--- src/rtl/isa_pkg.sv ---
// Shared ISA definitions for the matrix-multiply processor: field widths,
// opcode values and the fetch sequencer state encoding.
package isa_pkg;

    localparam int INSTR_W   = 17;
    localparam int OPC_W     = 5;
    localparam int OPERAND_W = 12;

    localparam logic [OPC_W-1:0] OPC_LDAC   = 5'd3;
    localparam logic [OPC_W-1:0] OPC_LDIAC  = 5'd5;
    localparam logic [OPC_W-1:0] OPC_STAC   = 5'd8;
    localparam logic [OPC_W-1:0] OPC_MVAC   = 5'd9;
    localparam logic [OPC_W-1:0] OPC_MVACAR = 5'd10;
    localparam logic [OPC_W-1:0] OPC_MVACR1 = 5'd11;
    localparam logic [OPC_W-1:0] OPC_MVACR2 = 5'd12;
    localparam logic [OPC_W-1:0] OPC_MVACR3 = 5'd13;
    localparam logic [OPC_W-1:0] OPC_MVACR4 = 5'd14;
    localparam logic [OPC_W-1:0] OPC_MVR1AC = 5'd15;
    localparam logic [OPC_W-1:0] OPC_MVR2AC = 5'd16;
    localparam logic [OPC_W-1:0] OPC_MVR3AC = 5'd17;
    localparam logic [OPC_W-1:0] OPC_MVR4AC = 5'd18;
    localparam logic [OPC_W-1:0] OPC_ADD    = 5'd19;
    localparam logic [OPC_W-1:0] OPC_MULT   = 5'd20;
    localparam logic [OPC_W-1:0] OPC_LSHIFT = 5'd21;
    localparam logic [OPC_W-1:0] OPC_SUB    = 5'd22;
    localparam logic [OPC_W-1:0] OPC_INAC   = 5'd23;
    localparam logic [OPC_W-1:0] OPC_JPNZ   = 5'd24;
    localparam logic [OPC_W-1:0] OPC_JMPZ   = 5'd26;
    localparam logic [OPC_W-1:0] OPC_NOP    = 5'd28;
    localparam logic [OPC_W-1:0] OPC_CLAC   = 5'd30;
    localparam logic [OPC_W-1:0] OPC_ENDOP  = 5'd31;

    typedef enum logic [2:0] {
        FS_IDLE  = 3'd0,
        FS_ISSUE = 3'd1,
        FS_WAIT  = 3'd2,
        FS_OUT   = 3'd3,
        FS_DONE  = 3'd4
    } fetch_state_e;

    function automatic logic is_endop(input logic [OPC_W-1:0] opc);
        return (opc == OPC_ENDOP);
    endfunction

endpackage

--- src/rtl/fetch_sequencer.sv ---
// Instruction fetch sequencer: owns the PC, hides the 1-cycle memory read
// latency and hands each word to the decoder over valid/ready.
module fetch_sequencer #(
    parameter int ADDR_W     = 12,
    parameter int INSTR_W    = 17,
    parameter int OPC_W      = 5,
    parameter int START_ADDR = 0,
    parameter int CNT_W      = 16
) (
    input  logic               clk,
    input  logic               rst,
    input  logic               start,
    output logic [ADDR_W-1:0]  mem_addr,
    input  logic [INSTR_W-1:0] mem_instr,
    output logic [INSTR_W-1:0] instr,
    output logic [ADDR_W-1:0]  instr_pc,
    output logic               instr_valid,
    input  logic               instr_ready,
    input  logic               redirect_en,
    input  logic [ADDR_W-1:0]  redirect_addr,
    output logic               busy,
    output logic               done,
    output logic [CNT_W-1:0]   instr_count
);
    import isa_pkg::*;

    localparam logic [ADDR_W-1:0] START_PC = ADDR_W'(START_ADDR);
    localparam logic [ADDR_W-1:0] PC_ONE   = ADDR_W'(1);
    localparam logic [CNT_W-1:0]  CNT_ONE  = CNT_W'(1);

    fetch_state_e       state_q, state_d;
    logic [ADDR_W-1:0]  pc_q, pc_d;
    logic [ADDR_W-1:0]  mem_addr_q, mem_addr_d;
    logic [INSTR_W-1:0] instr_q, instr_d;
    logic [ADDR_W-1:0]  instr_pc_q, instr_pc_d;
    logic               valid_q, valid_d;
    logic               busy_q, busy_d;
    logic               done_q, done_d;
    logic [CNT_W-1:0]   cnt_q, cnt_d;

    logic [ADDR_W-1:0]  pc_inc_s;
    logic               endop_s;

    assign pc_inc_s = pc_q + PC_ONE;
    assign endop_s  = is_endop(instr_q[INSTR_W-1 -: OPC_W]);

    // Next-state and next-output logic for the fetch FSM.
    always_comb begin
        state_d    = state_q;
        pc_d       = pc_q;
        mem_addr_d = mem_addr_q;
        instr_d    = instr_q;
        instr_pc_d = instr_pc_q;
        valid_d    = valid_q;
        cnt_d      = cnt_q;
        done_d     = 1'b0;

        case (state_q)
            FS_IDLE, FS_DONE: begin
                if (start) begin
                    pc_d       = START_PC;
                    mem_addr_d = START_PC;
                    cnt_d      = {CNT_W{1'b0}};
                    state_d    = FS_ISSUE;
                end else begin
                    state_d = state_q;
                end
            end
            FS_ISSUE: begin
                if (redirect_en) begin
                    pc_d       = redirect_addr;
                    mem_addr_d = redirect_addr;
                    state_d    = FS_ISSUE;
                end else begin
                    state_d = FS_WAIT;
                end
            end
            FS_WAIT: begin
                if (redirect_en) begin
                    pc_d       = redirect_addr;
                    mem_addr_d = redirect_addr;
                    state_d    = FS_ISSUE;
                end else begin
                    instr_d    = mem_instr;
                    instr_pc_d = pc_q;
                    valid_d    = 1'b1;
                    state_d    = FS_OUT;
                end
            end
            FS_OUT: begin
                // A redirect wins over a same-cycle accept: the word is dropped uncounted.
                if (redirect_en) begin
                    pc_d       = redirect_addr;
                    mem_addr_d = redirect_addr;
                    valid_d    = 1'b0;
                    state_d    = FS_ISSUE;
                end else if (instr_ready) begin
                    cnt_d   = cnt_q + CNT_ONE;
                    valid_d = 1'b0;
                    if (endop_s) begin
                        done_d  = 1'b1;
                        state_d = FS_DONE;
                    end else begin
                        pc_d       = pc_inc_s;
                        mem_addr_d = pc_inc_s;
                        state_d    = FS_ISSUE;
                    end
                end else begin
                    state_d = FS_OUT;
                end
            end
            default: begin
                valid_d = 1'b0;
                state_d = FS_IDLE;
            end
        endcase

        busy_d = (state_d != FS_IDLE) && (state_d != FS_DONE);
    end

    // State and output registers.
    always_ff @(posedge clk or posedge rst) begin
        if (rst) begin
            state_q    <= FS_IDLE;
            pc_q       <= START_PC;
            mem_addr_q <= {ADDR_W{1'b0}};
            instr_q    <= {INSTR_W{1'b0}};
            instr_pc_q <= {ADDR_W{1'b0}};
            valid_q    <= 1'b0;
            busy_q     <= 1'b0;
            done_q     <= 1'b0;
            cnt_q      <= {CNT_W{1'b0}};
        end else begin
            state_q    <= state_d;
            pc_q       <= pc_d;
            mem_addr_q <= mem_addr_d;
            instr_q    <= instr_d;
            instr_pc_q <= instr_pc_d;
            valid_q    <= valid_d;
            busy_q     <= busy_d;
            done_q     <= done_d;
            cnt_q      <= cnt_d;
        end
    end

    assign mem_addr    = mem_addr_q;
    assign instr       = instr_q;
    assign instr_pc    = instr_pc_q;
    assign instr_valid = valid_q;
    assign busy        = busy_q;
    assign done        = done_q;
    assign instr_count = cnt_q;

endmodule

--- config.mk ---
export PLATFORM = sky130hd
export DESIGN_NAME = fetch_sequencer
export DESIGN_NICKNAME = d
export VERILOG_FILES = /design/src/rtl/isa_pkg.sv /design/src/rtl/fetch_sequencer.sv
export SDC_FILE = /design/constraint.sdc
export NUM_CORES = 1
export LEC_CHECK = 0
export CAP_MARGIN = 20
export CORE_MARGIN = 4
export CORE_UTILIZATION = 43
export CTS_BUF_LIST = sky130_fd_sc_hd__clkbuf_8 sky130_fd_sc_hd__clkbuf_16
export DETAILED_ROUTE_END_ITERATION = 6
export PLACE_DENSITY_LB_ADDON = 0.08
export SYNTH_ARGS = -nofsm -noshare
export SYNTH_HDL_FRONTEND = slang
export SYNTH_SLANG_ARGS = --single-unit
--- constraint.sdc ---
create_clock -name clk -period 2.1 [get_ports clk]
set_clock_uncertainty 0.15 [all_clocks]
set_input_delay 0.315 -clock clk [delete_from_list [all_inputs] [get_ports clk]]
set_output_delay 0.315 -clock clk [all_outputs]
set_load 0.05 [all_outputs]
==> run summary <==
Routability-driven placement finished with a final weighted congestion of 0.839. The pre-antenna-repair detailed-routing pass consisted of 5 iterations. The maximum single-stage delay on the critical path was 820 ps. Setup repair after global routing left no endpoint under its margin. The number of placed instances, taps included, is 505.

Counting along the longest clock path gives a buffer depth of 2. The fraction of power consumed by combinational cells was 0.543. Leaving out filler cells and counting taps, the final layout contains 521. For this block, the via count after detailed routing is 2,776.

The top-level port count was 94. The tools report the critical path required time as 1630 ps. The critical path start-end classification is flop to primary output. Critical path endpoint category: a primary output.

The sequential cell area fraction in the yosys report is 0.500. The H-tree was split into 3 levels. The placement row count is 30, and the clock-pin slew of the registers on the worst-case setup and hold paths is 70 ps. The fraction of registers with async set or reset after synthesis was 1.00. The latest clock arrival within the worst-skew pair is 340 ps, and the number of violations of the max-capacitance limit is 0. For this design, the sink count on the clock tree is 63.

The cell type contributing the most total cell area after synthesis was sky130_fd_sc_hd__dfrtp_1. Count of buffering cells on the critical path with inverters included: 1. The kind of start point of the critical path is a flop. Post-layout net count: 456.

The effective utilization at floorplan is 0.454. The internal portion of the total power is 3.82 mW. For this run, design rule violations remaining after detail routing come to 0. For this run the aggregate overflow at the end of global routing stands at 0.

The number of synthesized flops with an enable pin was 0. The run gives 0.195 as the global routing usage summed across all routing layers. For this design, the slowest cell found on the critical path is sky130_fd_sc_hd__clkdlybuf4s50_1. At the worst endpoint, the arrival time is 1580 ps.

Counting every net in the synthesized netlist gives 336. The wire length of the first global-routing pass was 13,500 um; the clock power share was 0.169. The die area came out at 8770 um^2. The die span in x was 93.6 um. The number of global-route vias before repair is 2,717, and the sum of net half-perimeters after detailed placement is 5810 um. After synthesis the netlist holds a flip-flop and latch count of 63. Dividing the detail-routed via count by the number of cells gives 5.33. Dividing total power by cell area gives a power density of 1550 nW/um^2.

The fraction of final layout cells sized beyond drive strength 1 is 0.148, and the number of failing setup endpoints in the final timing report is 0. Traced cell by cell, the critical path runs through clkdlybuf4s50_1. IR analysis of the VDD net gives a maximum drop of 924 uV. For this design the total switching power over the nets is 3.40 mW.

The detail route stage leaves a number of antenna-violating nets equal to 0. Synthesized netlist cell count: 300. The routed length per instance was 15.2 um; the area growth from synthesis to final layout was 47.6%. Dominant synthesized flop cell: sky130_fd_sc_hd__dfrtp_1. The average instance in the mapped netlist occupies 10.5 um^2. The quantity of I/O buffers inserted on ports is 93. The switching share of power is 0.471. The synthesized netlist contains 48 unique library cells. The run gives 9 as the total clock buffers created by CTS. The number of antenna violations at the first check in global routing came out at 0.

The time the final worst path needs with I/O delays and setup was 2040 ps. The run gives 0 as the final antenna diode count. Area share of the largest cell type after synthesis: 0.500. The routed design has 7920 um of wire.

The die span in y came out at 93.6 um. The final count of pins violating max slew was 0. By area the synthesized netlist is led by sky130_fd_sc_hd__dfrtp_1, sky130_fd_sc_hd__mux2_1, sky130_fd_sc_hd__a21oi_1. The sequential group share of total power was 0.288; the setup total negative slack was 0 ps. TritonCTS built the clock tree. Entering global routing, the biggest net connects 28 pins.

For the worst slew margin relative to its limit, the log shows 0.555. In this run the clock root is driven by a sky130_fd_sc_hd__clkbuf_8. The tools report the leakage power as 2.06 nW. Derived from the worst setup path, the maximum achievable clock frequency is 490 MHz.

The first routing iteration left 160 violations. The run finished with clean final reports. The period utilization is 0.972, and the floorplan core area is 6940 um^2. The worst hold path belongs to the class input port to async pin.

The slew at the pin with the worst max-slew slack was 664 ps. The total setup buffers inserted after CTS was 0. The synthesis warning total came out at 0.

In this run the worst path has a maximum fanout of 6. Among cell families on the critical path, the largest total delay comes from buffers and inverters. After synthesis the cells add up to 3150 um^2.

The number of hold violations in the final report was 0.
-- power by group through the flow --
stage          registers [mW]  clock network, mW  logic [mW]
2_1_floorplan            3.64                  0       0.978
3_3_place_gp             2.08                  0        3.94
3_5_place_dp             2.11                  0        3.98
4_1_cts                  2.09               1.25        3.97
5_1_grt                  2.17               1.31        4.17
6_report                 2.08               1.22        3.92
-- layer usage --
metal,vias up,global-route usage,share of wire
li1,1359,-,-
met1,1321,0.265,0.47
met2,87,0.293,0.45
met3,9,0.0603,0.075
met4,0,0.0746,0.012
met5,-,0,0
-- layout make-up --
type | instances | area (um^2)
clock inverter | 5 | 80.1
sequential | 63 | 1580
tap | 96 | 120
fill | 582 | 2290
inverter | 10 | 41.3
multi-input combinational | 209 | 1460
clock buffer | 11 | 151
timing repair buffer | 127 | 1230
-- cells in the final DEF (no fill, tap or decap), drive strengths merged, types with 4 or more instances in the layout --
master,count
nand3,15
clkbuf,11
or3,5
a21oi,27
or4,8
nor4,9
nor3,7
nor2,6
o31ai,10
mux2i,4
clkdlybuf4s50,71
nand2,20
o2bb2ai,7
mux2,29
dfrtp,63
nor3b,5
nand2b,8
nand4,4
dlymetal6s2s,8
buf,42
dlygate4sd2,6
o21ai,10
inv,9
-- through the flow --
| stage | util | cell area (um^2) | setup WS (ps) | total power, mW | hold WS, ps |
|---|---|---|---|---|---|
| 3_5_place_dp | 0.635 | 4410 | -181 | 6.09 | 324 |
| 6_report | 0.670 | 4650 | 59.6 | 7.23 | 209 |
| 3_3_place_gp | 0.635 | 4410 | -145 | 6.02 | 317 |
| 5_1_grt | 0.670 | 4650 | 4.43 | 7.65 | 232 |
| 4_1_cts | 0.667 | 4630 | 20.4 | 7.30 | 215 |
| 2_1_floorplan | - | 3160 | -10.2 | 4.61 | 290 |
-- cell families (layout without fill, tap and decap cells) --
family,Yosys count,in the layout,synth area share
DFF,63,63,0.500
adders and majority gates,2,2,0.00794
muxes,33,33,0.116
buffers and inverters,28,153,0.0401
AOI/OAI and AO/OA,70,70,0.142
xor gates and xnor gates,2,2,0.00556
and+or+nand+nor,102,102,0.188
-- synthesized netlist by cell type, drive strengths merged (2+ instances only) --
cell type  count
a21oi         27
o21ai         10
nand2         20
ha             2
nor3           7
o2bb2ai        7
or4            8
o31ai         10
nand3b         2
dfrtp         63
o21bai         2
or3            5
nand4          4
and2           2
inv           10
mux2          29
o21a           2
nor2           6
o211ai         3
buf            8
o221ai         2
and3           2
clkbuf        10
nor4           9
and4           2
nand2b         8
a22oi          3
nor3b          5
nand3         15
mux2i          4
-- worst paths after layout --
check,from,to,slack (ps),cells after the start
setup / recovery,instr_count[0],instr_count[0],60,1
hold / removal,rst,instr[7],210,2
setup reg to reg,state_q[1],mem_addr[7],190,6
hold reg to reg,instr[10],instr[10],330,1
max in group asynchronous,rst,instr_count[0],1100,3
min in group clk,instr[10],instr[10],330,1
-- registers in the layout (all words and copies together) (netlist names) --
name / cells
state_q: 3
mem_addr: 12
instr_pc: 12
instr_valid: 1
done: 1
instr_count: 16
busy: 1
instr: 17
-- what timing repair did --
action                                  4_1_cts  5_1_grt
hold endpoints to repair                      0        0
hold buffers                                  0        0
endpoints found under the setup margin        6        8
resized for setup                             6        8
(Power assumes the default switching activity.)
==> variant 1: new RTL, same settings <==
`CNT_W`: 16 -> 20.
--- a/src/rtl/fetch_sequencer.sv
+++ b/src/rtl/fetch_sequencer.sv
@@ -5,7 +5,7 @@
     parameter int INSTR_W    = 17,
     parameter int OPC_W      = 5,
     parameter int START_ADDR = 0,
-    parameter int CNT_W      = 16
+    parameter int CNT_W      = 20
 ) (
     input  logic               clk,
     input  logic               rst,
Ports: changed (resized instr_count); port bits go from 94 to 98. The function was not compared with the original's and may differ.
==> variant 1 against the original RTL <==
- total power down 3.5%
- core utilization down 2.1 points
- final area up 2.3%
- sequential cell count up 4
- area after synthesis up 4.2%
- count of clock-buffer cells in the layout down 1
- setup slack worse by 0.011 ns
- routed wire length up 3.6%
==> variant 1: results (changes against the original RTL) <==
----------------------------------------------------
[Setup path]
  Worst reg-to-reg setup slack ... 0.15 ns (-0.04 ns)
  FF-to-FF Start ... state_q[0]$_DFF_PP0_
  Highest net fanout along the worst path ... 5 (-1)
  CP arrival ... 1.59 ns
  Critical R2R Capture ... instr_count[7]$_DFFE_PP0P_
  Cell count of the worst reg-to-reg path ... 5 (-1)
  Worst path slowest cell ... clkdlybuf4s50_1
  CP top delay family ... buffers and inverters
  Largest incremental delay on the critical path ... 0.83 ns

[Clock tree]
  Cell chosen for the clock root ... clkbuf_8
  CTS HTree Levels ... 3 (unchanged)
  Clock latency reported for the late side of the worst-skew pair ... 0.34 ns (about the same)
  Total setup buffers inserted after CTS ... 0 (unchanged)
  Deepest clock path buffer count ... 2 (unchanged)
  CTS clk-pin slew, worst paths ... 0.08 ns
  Cts bufs inserted ... 9 (unchanged)

[Worst hold path]
  Path category of the worst min-delay check ... in -> async

[Finish]
  Number of inserted diodes ... 0 (unchanged)
  Share of post-route cells with drive strength above 1 ... 0.201 (+0.0532)
  NumNets Final ... 463 (+1.5%)
  Number of fillers in the final layout ... 590 (+1.4%)
  Max FFs per register ... 20 (+3)

[Yosys]
  Cell types with the largest area share after synthesis ... dfrtp_1 51%, mux2_2 9.9%, a21oi_1 3.8%
  Instance count of the mapped netlist ... 311 (+3.7%)
  Count of warnings emitted by yosys ... 0 (unchanged)
  Top cells by count, synth ... 67 x dfrtp_1, 29 x mux2_2, 25 x a21oi_1, 25 x nand2_1, 18 x nand3_1
  Fraction of the yosys area taken by sequential cells ... 0.510 (+0.0103)
  Number of different library cells in the post-synthesis netlist ... 46 (-4.2%)
  Post-synthesis async set-or-reset flop share ... 1.00 (unchanged)
  Synthesized Nets ... 347 (+3.3%)

[Placed design]
  Instance count after placement with tap cells included ... 515 (+2.0%)
  Placer congestion estimate ... 0.877 (+4.6%)
  Final HPWL DP ... 5.86 mm (+0.89%)
  Number of I/O port buffers ... 97 (+4.3%)
  Placement Setup Slack ... -0.114 ns (+0.0671 ns)

[Pwr]
  Sw frac ... 0.471 (about the same)
  Leak pwr ... 0.00218 uW (+5.6%)
  Peak supply drop ... 952 uV (+3.0%)

[Global routing]
  Wire length of the first global-routing pass ... 13.1 mm (-2.6%)
  Largest net degree at the start of global routing ... 55 (+96%)
  Number of global-route vias before repair ... 2777 (+2.2%)
  Antenna violations before repair ... 0 (unchanged)
  Total global routing track utilization ... 0.184 (-0.0117)

[Routing]
  Initial DRC count ... 82 (-49%)
  Wire per inst ... 15.4 um (+1.6%)
  Vias/cell ... 5.45 (+2.3%)
  First-pass iteration count of the detailed router ... 5 (unchanged)
  DRT Wirelength ... 8.20 mm (+3.6%)

[Timing]
  Actual transition at the worst max-transition pin ... 0.520 ns (-0.144 ns)

[Status]
  Result of the run ... finished, final reports clean

----------------------------------------------------
[variant 1: cell count changes in the layout (fill, tap and decap cells not counted), sizes merged, moves of 4 or more]
cell          change
a31oi             +4
buf               -8
dfrtp             +4
dlygate4sd2       -5
dlymetal6s2s      +7
nand2             +5
[variant 1: worst max-delay path by stage]
stage                                            from                          end  slack (ns)  depth (start not counted)
after detailed placement                  redirect_en   instr_count[7]$_DFFE_PP0P_       -0.11                          6
final                     instr_count[14]$_DFFE_PP0P_              instr_count[14]        0.05                          1
after floorplan            instr_count[5]$_DFFE_PP0P_  instr_count[19]$_DFFE_PP0P_        0.01                          5
after CTS                  instr_count[1]$_DFFE_PP0P_               instr_count[1]       0.004                          1
after global placement                    redirect_en  instr_count[13]$_DFFE_PP0P_       -0.08                          6
after global routing         mem_addr[10]$_DFFE_PP0P_                 mem_addr[10]        0.01                          1
[variant 1: cells by family (layout without fill, tap and decap cells)]
logic type	Yosys count	after routing	share of synthesized area
buffers and inverters	25	146	0.0312
XOR/XNOR	1	1	0.00267
AND/OR/NAND/NOR	108	108	0.187
multiplexers	33	33	0.112
AO/OA/AOI/OAI	75	75	0.150
adder cells (fa/ha/maj)	2	2	0.00761
flip-flops	67	67	0.510
[variant 1: routing by layer]
| layer | global-route usage | up-vias | part of all wire |
|---|---|---|---|
| met5 | 0 | - | 0 |
| met4 | 0.0569 | 0 | 0.011 |
| met3 | 0.0608 | 10 | 0.080 |
| met2 | 0.297 | 107 | 0.48 |
| met1 | 0.234 | 1365 | 0.43 |
| li1 | - | 1411 | - |
[variant 1: layout make-up]
class / instances / share of cell area
Clock inverter: 6 / 0.0139
Sequential cell: 67 / 0.353
Inverter: 6 / 0.00552
Clock buffer: 10 / 0.0289
Timing Repair Buffer: 124 / 0.256
Multi-Input combinational cell: 219 / 0.318
Tap cell: 99 / 0.0260
[variant 1: stage by stage]
stage	utilization	power, uW	hold slack (ns)	area (um^2)
finish	0.650	6970	0.147	4760
global route	0.650	7370	0.159	4760
CTS	0.645	7050	0.144	4730
detailed placement	0.617	5950	0.345	4520
global placement	0.617	5900	0.339	4520
floorplan	-	4580	0.248	3290
[variant 1: timing repair]
item / in CTS / in global routing
hold endpoints to repair: 0 / 0
hold buffers: 0 / 0
gates resized for setup: 1 / 15
endpoints found under the setup margin: 1 / 15
[variant 1: power by group through the flow]
stage	clock (uW)	sequential [uW]	combinational, uW
after floorplan	0	3640	934
after global placement	0	2160	3730
after detailed placement	0	2180	3770
after CTS	1120	2160	3770
after global routing	1190	2230	3950
final	1080	2160	3730
==> variant 2: new RTL, same settings <==
Made on the original files. Re-encode `fetch_state_e` (5 states) as one-hot, 5 bits wide.
--- a/src/rtl/isa_pkg.sv
+++ b/src/rtl/isa_pkg.sv
@@ -30,12 +30,12 @@
     localparam logic [OPC_W-1:0] OPC_CLAC   = 5'd30;
     localparam logic [OPC_W-1:0] OPC_ENDOP  = 5'd31;
 
-    typedef enum logic [2:0] {
-        FS_IDLE  = 3'd0,
-        FS_ISSUE = 3'd1,
-        FS_WAIT  = 3'd2,
-        FS_OUT   = 3'd3,
-        FS_DONE  = 3'd4
+    typedef enum logic [4:0] {
+        FS_IDLE  = 5'b00001,
+        FS_ISSUE = 5'b00010,
+        FS_WAIT  = 5'b00100,
+        FS_OUT   = 5'b01000,
+        FS_DONE  = 5'b10000
     } fetch_state_e;
 
     function automatic logic is_endop(input logic [OPC_W-1:0] opc);
Behaviour: no difference found for any inputs over 4 cycles, from zero or initial values and one cycle with rst high; so few cycles prove little.
==> variant 2 against the original RTL <==
- sequential cell count rose by 2
- final area grew 9.5%
- routed wire length grew 13%
- die area is 8.9% higher
- synthesized cell count rose by 1.0%
- total power shrank 9.0%
- clock power fell by 14%
- area after synthesis grew 9.7%
- setup slack got worse by 0.033 ns
- critical path type is now reg -> reg
==> variant 2: results (changes against the original RTL) <==
----------------------------------------------------
[Finish]
  NumNets Final ... 468 (+2.6%)
  Number of fillers in the final layout ... 637 (+9.5%)
  Summed area of non-filler cells in the final layout ... 5100 um^2 (+9.5%)

[Yosys]
  Fraction of the yosys area taken by sequential cells ... 0.471 (-0.0295)
  Top cells by count, synth ... 64 x dfrtp_1, 30 x mux2_2, 22 x nor2_1
  Number of different library cells in the post-synthesis netlist ... 64 (+33%)

[Status]
  Result of the run ... finished, final reports clean

[Pwr]
  Total power per unit cell area ... 1290 nW/um^2 (-17%)
  Power of the clock network ... 1050 uW (-14%)

[Placed design]
  Placement Setup Slack ... -0.225 ns (-0.0439 ns)
  Instance count after placement with tap cells included ... 515 (+2.0%)
  DP Area ... 4660 um^2 (+5.7%)

[Routing]
  Vias/cell ... 5.36 (+0.64%)
  DRT Wirelength ... 8.91 mm (+13%)
  Wire per inst ... 16.6 um (+9.0%)

[Global routing]
  Met3 Usage GRT ... 0.0445 (-0.0158)
  Wire length of the first global-routing pass ... 14.8 mm (+9.6%)
  Number of global-route vias before repair ... 2870 (+5.6%)
  Largest net degree at the start of global routing ... 41 (+46%)

[Setup path]
  Worst reg-to-reg setup slack ... 0.03 ns (-0.16 ns)
  Highest net fanout along the worst path ... 5 (-1)
  Worst path slowest cell ... dfrtp_2
  Cell count of the worst reg-to-reg path ... 7 (+1)
  Largest incremental delay on the critical path ... 0.46 ns (-0.36 ns)
  Critical R2R Capture ... mem_addr[1]$_DFFE_PP0P_

[Timing]
  Actual transition at the worst max-transition pin ... 0.528 ns (-0.136 ns)
  WHS ... 0.204 ns (-0.00521 ns)

[Clock tree]
  Number of gates given a new drive strength after cts ... 14 (+8)

----------------------------------------------------
==> variant 2: changes by cell type after synthesis, sizes merged, moves of 8 or more <==
| cell | unedited run | this run |
|---|---|---|
| nor2 | 6 | 22 |
| nor3 | 7 | 15 |
| o31ai | 10 | 2 |
| a21oi | 27 | 9 |
| or4 | 8 | 0 |
| buf | 8 | 16 |
| xnor2 | 1 | 15 |
==> variant 2: kinds of logic (layout without fill, tap and decap cells) <==
logic type                 Yosys count  count (layout)  share of synthesized area
AOI/OAI and AO/OA                   58              59                      0.149
xor gates and xnor gates            17              17                     0.0452
adders and majority gates            2               2                    0.00723
buffers and inverters               25             157                     0.0448
DFF                                 65              65                      0.471
muxes                               32              32                      0.103
and+or+nand+nor                    104             104                      0.180
==> variant 2: final cells by class <==
class	count	area share
Tap cell	102	0.0250
Clock buffer	10	0.0270
Clock inverter	5	0.0110
Timing Repair Buffer	136	0.255
Sequential cell	65	0.320
Multi-Input combinational cell	214	0.357
Inverter	6	0.00442
